<file path="src/rtl/router_pkg.sv">
// Shared definitions for the router output demux: port count, header field layout, FSM states.
package router_pkg;
    localparam int NUM_PORTS = 3;
    localparam int DATA_W    = 32;

    // Header word layout: [1:0] destination port, [7:2] payload length in words.
    localparam int DEST_LSB = 0;
    localparam int DEST_W   = 2;
    localparam int LEN_LSB  = 2;
    localparam int LEN_W    = 6;

    localparam logic [DEST_W-1:0] DEST_DROP = 2'd3;

    typedef enum logic [1:0] {
        ST_IDLE,
        ST_PAYLOAD,
        ST_DROP
    } state_t;
endpackage

</file>
<file path="src/rtl/router_port_fifo.sv">
// Show-ahead per-port FIFO; written word is visible on rd_data the next cycle.
// Writes are ignored when full; flush empties it and overrides any same-cycle read or write.
module router_port_fifo #(
    parameter int DEPTH = 4,
    parameter int WIDTH = 32
) (
    input  logic             clk,
    input  logic             rst,
    input  logic             wr_en,
    input  logic [WIDTH-1:0] wr_data,
    input  logic             rd_en,
    input  logic             flush,
    output logic [WIDTH-1:0] rd_data,
    output logic             empty,
    output logic             full
);
    localparam int AW = $clog2(DEPTH);
    localparam logic [AW:0] FULL_CNT = DEPTH[AW:0];

    logic [WIDTH-1:0] mem [DEPTH];
    logic [AW-1:0]    wr_ptr;
    logic [AW-1:0]    rd_ptr;
    logic [AW:0]      count;
    logic             do_wr;
    logic             do_rd;

    assign empty   = (count == '0);
    assign full    = (count == FULL_CNT);
    assign do_wr   = wr_en && !full && !flush;
    assign do_rd   = rd_en && !empty && !flush;
    // Empty FIFO presents zero so out_data is clean after reset and flush.
    assign rd_data = empty ? '0 : mem[rd_ptr];

    always_ff @(posedge clk or posedge rst) begin
        if (rst) begin
            wr_ptr <= '0;
            rd_ptr <= '0;
            count  <= '0;
        end else if (flush) begin
            wr_ptr <= '0;
            rd_ptr <= '0;
            count  <= '0;
        end else begin
            if (do_wr) wr_ptr <= wr_ptr + 1'b1;
            if (do_rd) rd_ptr <= rd_ptr + 1'b1;
            if (do_wr && !do_rd)      count <= count + 1'b1;
            else if (!do_wr && do_rd) count <= count - 1'b1;
        end
    end

    always_ff @(posedge clk) begin
        if (do_wr) mem[wr_ptr] <= wr_data;
    end
endmodule

</file>
<file path="src/rtl/router_out_demux.sv">
// Routes header+payload packets to one of three output FIFOs, dropping dest-3 packets; one-cycle latency.
// in_ready follows target-FIFO space (any-full in IDLE); stalled ports are flushed after TIMEOUT cycles.
module router_out_demux
    import router_pkg::*;
#(
    parameter int DEPTH   = 4,
    parameter int TIMEOUT = 30
) (
    input  logic                        clk,
    input  logic                        rst,
    input  logic [DATA_W-1:0]           in_data,
    input  logic                        in_valid,
    output logic                        in_ready,
    output logic [NUM_PORTS*DATA_W-1:0] out_data,
    output logic [NUM_PORTS-1:0]        out_valid,
    input  logic [NUM_PORTS-1:0]        out_ready,
    output logic [NUM_PORTS-1:0]        timeout_pulse,
    output logic                        busy,
    output logic [7:0]                  drop_cnt
);
    localparam int TW = $clog2(TIMEOUT + 1);

    state_t              state;
    state_t              state_nxt;
    logic [LEN_W-1:0]    rem;
    logic [LEN_W-1:0]    rem_nxt;
    logic [DEST_W-1:0]   tgt;
    logic [DEST_W-1:0]   tgt_nxt;
    logic [DEST_W-1:0]   hdr_dest;
    logic [LEN_W-1:0]    hdr_len;
    logic [NUM_PORTS-1:0] full;
    logic [NUM_PORTS-1:0] empty;
    logic [NUM_PORTS-1:0] flush;
    logic [NUM_PORTS-1:0] wr_sel;
    logic                accept;
    logic                drop_hdr;

    assign hdr_dest = in_data[DEST_LSB +: DEST_W];
    assign hdr_len  = in_data[LEN_LSB +: LEN_W];

    always_comb begin
        in_ready = 1'b0;
        if (!rst) begin
            case (state)
                ST_IDLE:    in_ready = ~|full;
                ST_PAYLOAD: in_ready = !full[tgt];
                ST_DROP:    in_ready = 1'b1;
                default:    in_ready = 1'b0;
            endcase
        end
    end

    assign accept = in_valid && in_ready;

    always_comb begin
        state_nxt = state;
        rem_nxt   = rem;
        tgt_nxt   = tgt;
        wr_sel    = '0;
        drop_hdr  = 1'b0;
        case (state)
            ST_IDLE: begin
                if (accept) begin
                    if (hdr_dest == DEST_DROP) begin
                        drop_hdr = 1'b1;
                        if (hdr_len != '0) begin
                            state_nxt = ST_DROP;
                            rem_nxt   = hdr_len;
                        end
                    end else begin
                        tgt_nxt = hdr_dest;
                        for (int p = 0; p < NUM_PORTS; p++) wr_sel[p] = (hdr_dest == DEST_W'(p));
                        if (hdr_len != '0) begin
                            rem_nxt = hdr_len;
                            // A flush racing the header discards the whole packet.
                            state_nxt = (|(flush & wr_sel)) ? ST_DROP : ST_PAYLOAD;
                        end
                    end
                end
            end
            ST_PAYLOAD: begin
                if (accept) begin
                    for (int p = 0; p < NUM_PORTS; p++) wr_sel[p] = (tgt == DEST_W'(p));
                    rem_nxt = rem - 1'b1;
                end
                if (accept && rem == LEN_W'(1)) state_nxt = ST_IDLE;
                else if (flush[tgt])            state_nxt = ST_DROP;
            end
            ST_DROP: begin
                if (accept) begin
                    rem_nxt = rem - 1'b1;
                    if (rem == LEN_W'(1)) state_nxt = ST_IDLE;
                end
            end
            default: state_nxt = ST_IDLE;
        endcase
    end

    always_ff @(posedge clk or posedge rst) begin
        if (rst) begin
            state    <= ST_IDLE;
            rem      <= '0;
            tgt      <= '0;
            drop_cnt <= '0;
        end else begin
            state <= state_nxt;
            rem   <= rem_nxt;
            tgt   <= tgt_nxt;
            if (drop_hdr && drop_cnt != 8'hFF) drop_cnt <= drop_cnt + 8'd1;
        end
    end

    assign busy = (state == ST_PAYLOAD) || (state == ST_DROP);

    for (genvar p = 0; p < NUM_PORTS; p++) begin : g_port
        logic [TW-1:0] timer;
        logic          stall;

        router_port_fifo #(
            .DEPTH (DEPTH),
            .WIDTH (DATA_W)
        ) u_fifo (
            .clk     (clk),
            .rst     (rst),
            .wr_en   (wr_sel[p]),
            .wr_data (in_data),
            .rd_en   (out_ready[p]),
            .flush   (flush[p]),
            .rd_data (out_data[p*DATA_W +: DATA_W]),
            .empty   (empty[p]),
            .full    (full[p])
        );

        assign out_valid[p] = !empty[p];
        assign stall        = out_valid[p] && !out_ready[p];
        // Flush fires during the TIMEOUT-th consecutive stalled cycle.
        assign flush[p]     = stall && (timer == TW'(TIMEOUT - 1));

        always_ff @(posedge clk or posedge rst) begin
            if (rst)                    timer <= '0;
            else if (!stall || flush[p]) timer <= '0;
            else                        timer <= timer + 1'b1;
        end
    end

    assign timeout_pulse = flush;
endmodule

</file>
<file path="config.mk">
export PLATFORM = sky130hd
export DESIGN_NAME = router_out_demux
export DESIGN_NICKNAME = d
export VERILOG_FILES = /design/src/rtl/router_pkg.sv /design/src/rtl/router_port_fifo.sv /design/src/rtl/router_out_demux.sv
export SDC_FILE = /design/constraint.sdc
export NUM_CORES = 1
export LEC_CHECK = 0
export ABC_AREA = 1
export CAP_MARGIN = 20
export CORE_MARGIN = 4
export CORE_UTILIZATION = 30
export CTS_BUF_LIST = sky130_fd_sc_hd__clkbuf_4 sky130_fd_sc_hd__clkbuf_8
export DETAILED_ROUTE_END_ITERATION = 12
export GPL_ROUTABILITY_DRIVEN = 0
export MAX_ROUTING_LAYER = met4
export SLEW_MARGIN = 10
export SYNTH_ARGS = -nofsm -noshare
export SYNTH_HDL_FRONTEND = slang
export SYNTH_SLANG_ARGS = --single-unit
</file>
<file path="constraint.sdc">
create_clock -name clk -period 9.7 [get_ports clk]
set_clock_uncertainty 0.15 [all_clocks]
set_input_delay 1.94 -clock clk [delete_from_list [all_inputs] [get_ports clk]]
set_output_delay 1.94 -clock clk [all_outputs]
set_load 0.01 [all_outputs]
</file>
---- Yosys cells after proc, flatten, opt, wreduce, memory -nomap -nowiden ----
Memory sizes are Yosys's and may differ from the RTL's.
Cells that the tools add are included.
W data, S select, Z words.
storage, ports and cells
  latch bits .............................. 0
  register bits after elaboration ......... 54
  word-level logic and storage cells ...... 197
  input bits .............................. 38
  output and inout bits ................... 112
  bits in read-only memories .............. 0
  bits in writable memories ............... 384
  memories ................................ 3
operators by class
  equality and inequality tests ........... 21
  multiply operators ...................... 0
  reduce and logical (&&, ||, !) cells .... 77
  bitwise logic cells ..................... 2
  mux-type cells .......................... 60
  add/sub/neg operators ................... 17
  shift operators ......................... 0
  $lt $le $gt $ge ......................... 1
  div/mod/pow operators ................... 0
memory list
  name                  words  width  read ports  clocked after memory_dff  wr ports  line                    RTL
  g_port[0].u_fifo.mem  4      32     1           0                         1         router_port_fifo.sv:20  logic [WIDTH-1:0] mem [DEPTH];
  g_port[1].u_fifo.mem  4      32     1           0                         1         router_port_fifo.sv:20
  g_port[2].u_fifo.mem  4      32     1           0                         1         router_port_fifo.sv:20
operators by type and width
  operator               count
  $mux W32               3
  $mux W2                21
  $mux W3                12
  $logic_and A1 B1 Y1    27
  $logic_not A1 Y1       23
  $mux W6                3
  $add A5 B1 Y5 const B  3
  $eq A5 B5 Y1 const B   3
  $mux W5                3
  $reduce_bool A2 Y1     7
  $add A2 B1 Y2 const B  6
  $mux W1                12
  $pmux W6 S2            1
  $add A3 B1 Y3 const B  3
  $eq A3 B3 Y1 const B   3
  $logic_not A3 Y1       3
  $reduce_bool A3 Y1     3
  $sub A3 B1 Y3 const B  3
  $add A8 B1 Y8 const B  1
  $eq A2 B2 Y1 const B   4
  $ne A2 B2 Y1 const B   4
  $ne A8 B8 Y1 const B   1
  $eq A2 B1 Y1 const B   3
  $eq A6 B1 Y1 const B   1
  other kinds (18)       25

---- Longest topological paths before layout ----
  depth in word-level cells ............... 16
  mapped depth ............................ 16

---- By module ----
From an unflattened synthesis, not the netlist that was laid out.
second synthesis, totals
  cell total of the unflattened synthesis .. 1,593
  area total of the unflattened synthesis .. 18,406.4 um2
by module, submodules not included
  module                                    sequential area each (um2)  area each (um2)  instances  cells an instance
  router_port_fifo at g_port[1].u_fifo ...  4,018.9                     5,479.0          2          447
  router_port_fifo at g_port[0].u_fifo      4,018.9                     5,460.2          1          444
  router_out_demux                          825.8                       1,988.2          1          255

---- Worst setup path after synthesis ----
OpenSTA, ideal clock, no wires.
  kind .................................... input to register
  start point ............................. input rst
  end point ............................... memory g_port[2].u_fifo.mem[0][0] (enable)
  buffers on the path ..................... 0
  stages on the path ...................... 7
  data arrival time ....................... 4.060 ns
  setup slack ............................. 5.069 ns
  setup time .............................. 0.421 ns
  cells stage by stage .................... nor2_1 > nand3_4 > inv_2 > nand3_2 > nor2_4 > inv_2 > nor2_1
between the ends
  longest elaborated chain between the ends .. 8
  elaborated cells on any way between the ends .. 9
  those cells by class .................... mux (6); reduce/logical (3)
RTL lines
  what                                  line                                            RTL
  start: declaration                    router_out_demux.sv:10                          input logic rst,
  $mux W1 (*)                           router_out_demux.sv:43                          if (!rst) begin
  $logic_and A1 B1 Y1 (*)               router_out_demux.sv:53                          assign accept = in_valid && in_ready;
  $mux W3 (on tied branches)            router_out_demux.sv:82, router_out_demux.sv:63
  $pmux W3 S2 (*)                       router_out_demux.sv:61                          case (state)
  $logic_and A1 B1 Y1 (*) (2 in a row)  router_port_fifo.sv:29                          assign do_wr = wr_en && !full && !flush;
  $mux W1 (*)                           router_port_fifo.sv:52                          if (do_wr) mem[wr_ptr] <= wr_data;
  $mux W1 (not written as such) (*)     router_port_fifo.sv:52
  end: declaration                      router_port_fifo.sv:20
Mark *: on every way between the ends. The rest lies on a longest branch, timed or not.

---- Final worst setup path ----
  start point ............................. register g_port[2].u_fifo.rd_ptr[0]
  end point ............................... output out_data[86]
between the ends
  longest elaborated chain between the ends .. 2
RTL lines
  what                      line                    RTL
  start: declaration        router_port_fifo.sv:22  logic [AW-1:0] rd_ptr;
  start signal: assignment  router_port_fifo.sv:45  if (do_rd) rd_ptr <= rd_ptr + 1'b1;
  $mem_v2 Z4 W32            n/a
  $mux W32                  router_port_fifo.sv:32  assign rd_data = empty ? '0 : mem[rd_ptr];
  end: declaration          router_out_demux.sv:14  output logic [NUM_PORTS*DATA_W-1:0] out_data,
No other way between the ends.

==> impl_metrics.csv <==
group,metric,value,unit
floorplan,start_util,30.49,%
synth,synthesis.nets,1624,
synth,ys.flop_type,"edfxtp_1",
floorplan,die_w,253.9,um
setup_path,start_kind,"flip-flop",
sta,slew_headroom,29.66,%
setup_path,path_max_fanout,68,
flow_run,cap_violations,0,
cts,cts_tree,"built",
synth,ys_seq_elements,438,
layout,multiInputGateArea,0.004716,mm^2
pwr,power_density,293.2,mW/mm^2
synth,yosysSeqAreaShare,71.04,%
detailed_routing,drt_iter0_markers,852,
cts,cts_max_level,3,
floorplan,fp-row-count,89,
synth,synth_area_per_cell,11.66,um^2
layout,fin_util,37.19,%
sta,finalCriticalPeriod,5.616,ns
detailed_routing,dr.pass1.iters,5,
pwr,p_total,6.485,mW
floorplan,core_area,0.05946,mm^2
cts,postCtsSetupRepairBufs,0,
setup_path,critPathBufInv,3,
detailed_routing,route.detailed.drc,0,
sta,max_freq,0.1781,GHz
synth,synth-edff-count,384,
outcome,status,"complete, no violations",
sta,finalSetupTns,0,ns
global_routing,grtUsageTotal,15.00,%
detailed_routing,routedWlPerCell,18.48,um
cts,insertion_delay,0.64,ns
global_routing,grt_overflow,0,
synth,syn-cell-area,0.01813,mm^2
setup_path,cpLargestDelayFamily,"buffers and inverters",
layout,nNetsFinal,1796,
cts,cts_made_buffers,74,
pwr,p_leak,7.796,nW
global_routing,grt_pass1_vias,11770,
setup_path,max_stage_delay,0.78,ns
synth,async_flop_share,12.33,%
sta,slew_violations,0,
synth,syn-instance-count,1555,
sta,finalSetupViolCount,0,
cts,clkSinkCount,438,
sta,tightest_slew,1.053,ns
cts,hold_buffers,0,
layout,fillers,5788,
placement,dpl.hpwl,28.42,mm
detailed_routing,via_per_inst,4.643,
floorplan,dieArea,0.06444,mm^2
sta,rsz0062_at_grt,"false",
detailed_routing,postRouteAntennaNets,0,
cts,clk_pin_slew,0.06,ns
worst_hold_path,hp-class,"flip-flop to flip-flop",
setup_path,cp-end-kind,"output port",
sta,finalHoldViolations,0,
sta,period_share,57.90,%
setup_path,cp_data_arrival_time,3.53,ns
setup_path,cp_cell_sequence,"buf_4 > inv_2 > o21ai_0 > a21oi_1 > clkdlybuf4s50_1",
detailed_routing,num_vias,11860,
floorplan,die_height,253.9,um
cts,ctsRootBufferMaster,"clkbuf_8",
global_routing,antenna_found_initial,1,
cts,clockBufferDepth,3,
layout,seqCellArea,0.01289,mm^2
layout,layout-drive-gt1-share,10.11,%
global_routing,grt_pass1_wl,71.33,mm
setup_path,critPathSlowestCell,"inv_2",
cts,cts_resized,0,
floorplan,num_io_pins,150,
pwr,ir_drop,173.3,uV
setup_path,path_class,"flip-flop to output port",
global_routing,grt_start_max_net_pins,69,
synth,synth_cell_types,37,
layout,area_growth,21.97,%
detailed_routing,wl,47.19,mm
placement,io_buffer_count,149,
setup_path,required,7.61,ns
synth,synth_warnings,0,
-- cell usage in the layout (no fill, tap or decap), types with 5 or more instances in the layout --
cell type / count
clkinv_2: 6
clkinv_1: 15
nor2_4: 16
xnor2_1: 11
clkbuf_8: 77
o21ai_1: 7
nand2_1: 81
nor2_1: 418
o21ai_0: 217
edfxtp_1: 384
xor2_1: 13
buf_4: 17
inv_1: 70
dfrtp_1: 51
clkbuf_4: 23
ha_1: 28
a21oi_1: 102
clkdlybuf4s50_1: 149
nand3_1: 31
nand4_1: 8
inv_2: 11
clkinvlp_4: 5
-- synth_stat cells, drive strengths merged, types with 3 or more instances --
library cell	instances	share of area, %
a21oi	102	2.8
buf	24	0.64
clkbuf	53	1.1
clkinv	3	0.062
dfrtp	54	7.5
edfxtp	384	64
fa	3	0.33
ha	28	1.9
inv	79	1.6
nand2	83	1.7
nand3	35	1.1
nand4	8	0.28
nor2	436	9.2
nor3	6	0.29
o21ai	224	6.2
xnor2	11	0.53
xor2	13	0.63
-- state kept, by name (all words and copies together), names as in the netlist --
signal / cells
tgt: 2
rem: 6
g_port.u_fifo.mem: 384
g_port.u_fifo.wr_ptr: 6
g_port.timer: 15
state: 2
drop_cnt: 8
g_port.u_fifo.rd_ptr: 6
g_port.u_fifo.count: 9
-- where the power goes --
| group | total, mW | switching (mW) | leakage, nW | internal (mW) |
|---|---|---|---|---|
| combinational | 2.60 | 1.56 | 2.92 | 1.04 |
| clock | 1.62 | 0.722 | 0.750 | 0.902 |
| sequential | 2.26 | 0.0913 | 4.13 | 2.17 |
| total | 6.49 | 2.37 | 7.80 | 4.12 |
-- metal layers --
metal	global-route usage [%]	share of wire (%)	vias up
li1	-	-	5724
met1	19.37	45	5771
met5	-	0	-
met4	4.828	2.5	0
met2	23.78	48	283
met3	3.255	5.3	79
-- worst paths after layout --
| path | start | end | slack, ns | cells after the start |
|---|---|---|---|---|
| worst max-delay path | g_port[2].u_fifo.rd_ptr[0] | out_data[86] | 4.08 | 5 |
| max in group asynchronous | rst | g_port[0].u_fifo.rd_ptr[0] | 7.15 | 3 |
| min in group asynchronous | rst | drop_cnt[2] | 1.70 | 3 |
| worst min register to register | g_port[0].timer[0] | g_port[0].timer[0] | 0.34 | 1 |
| worst min-delay path | g_port[0].timer[0] | g_port[0].timer[0] | 0.34 | 1 |
| worst max register to register | state[0] | g_port[2].u_fifo.mem[2][23] | 6.45 | 12 |
-- per-stage QoR --
stage | worst slack, ns | instance area, um^2 | hold WS, ns | cells
2_1_floorplan | 5.069 | 18130 | 0.3108 | 1555
5_1_grt | 3.872 | 22120 | 0.3852 | 2554
3_5_place_dp | 4.078 | 20550 | 0.3343 | 2419
4_1_cts | 4.066 | 22000 | 0.3420 | 2548
6_report | 4.084 | 22120 | 0.3382 | 2554
3_3_place_gp | 4.112 | 20500 | 0.3244 | 2417
-- cells by family after synthesis --
kind of cell	after synthesis	synth area share, %
compound gates	332	9.253
xor+xnor	24	1.159
fa+ha+maj	31	2.263
buf+inv	159	3.450
flops	438	71.04
simple gates	571	12.83
-- layout make-up --
cell class,instances,share of cell area [%]
flip-flops and latches,438,58.26
multi-input cells,958,21.32
repair buffers,173,8.090
clock buffers,100,5.572
well taps,773,4.373
inverters,82,1.403
clock inverters,29,0.9674
diodes,1,0.01131
-- worst reg2reg max path, stage by stage, from the launching register on --
cell     delay, ns
dfrtp_1       0.41
inv_1         0.10
ha_1          0.37
nand2_1       0.09
nor2_1        0.11
nor2_1        0.05
nand2_2       0.11
nand3_4       0.13
inv_2         0.13
nand3_2       0.10
nor2_4        0.15
inv_2         0.12
nor2_4        0.80
No activity file was read; power rests on OpenSTA's default activity.
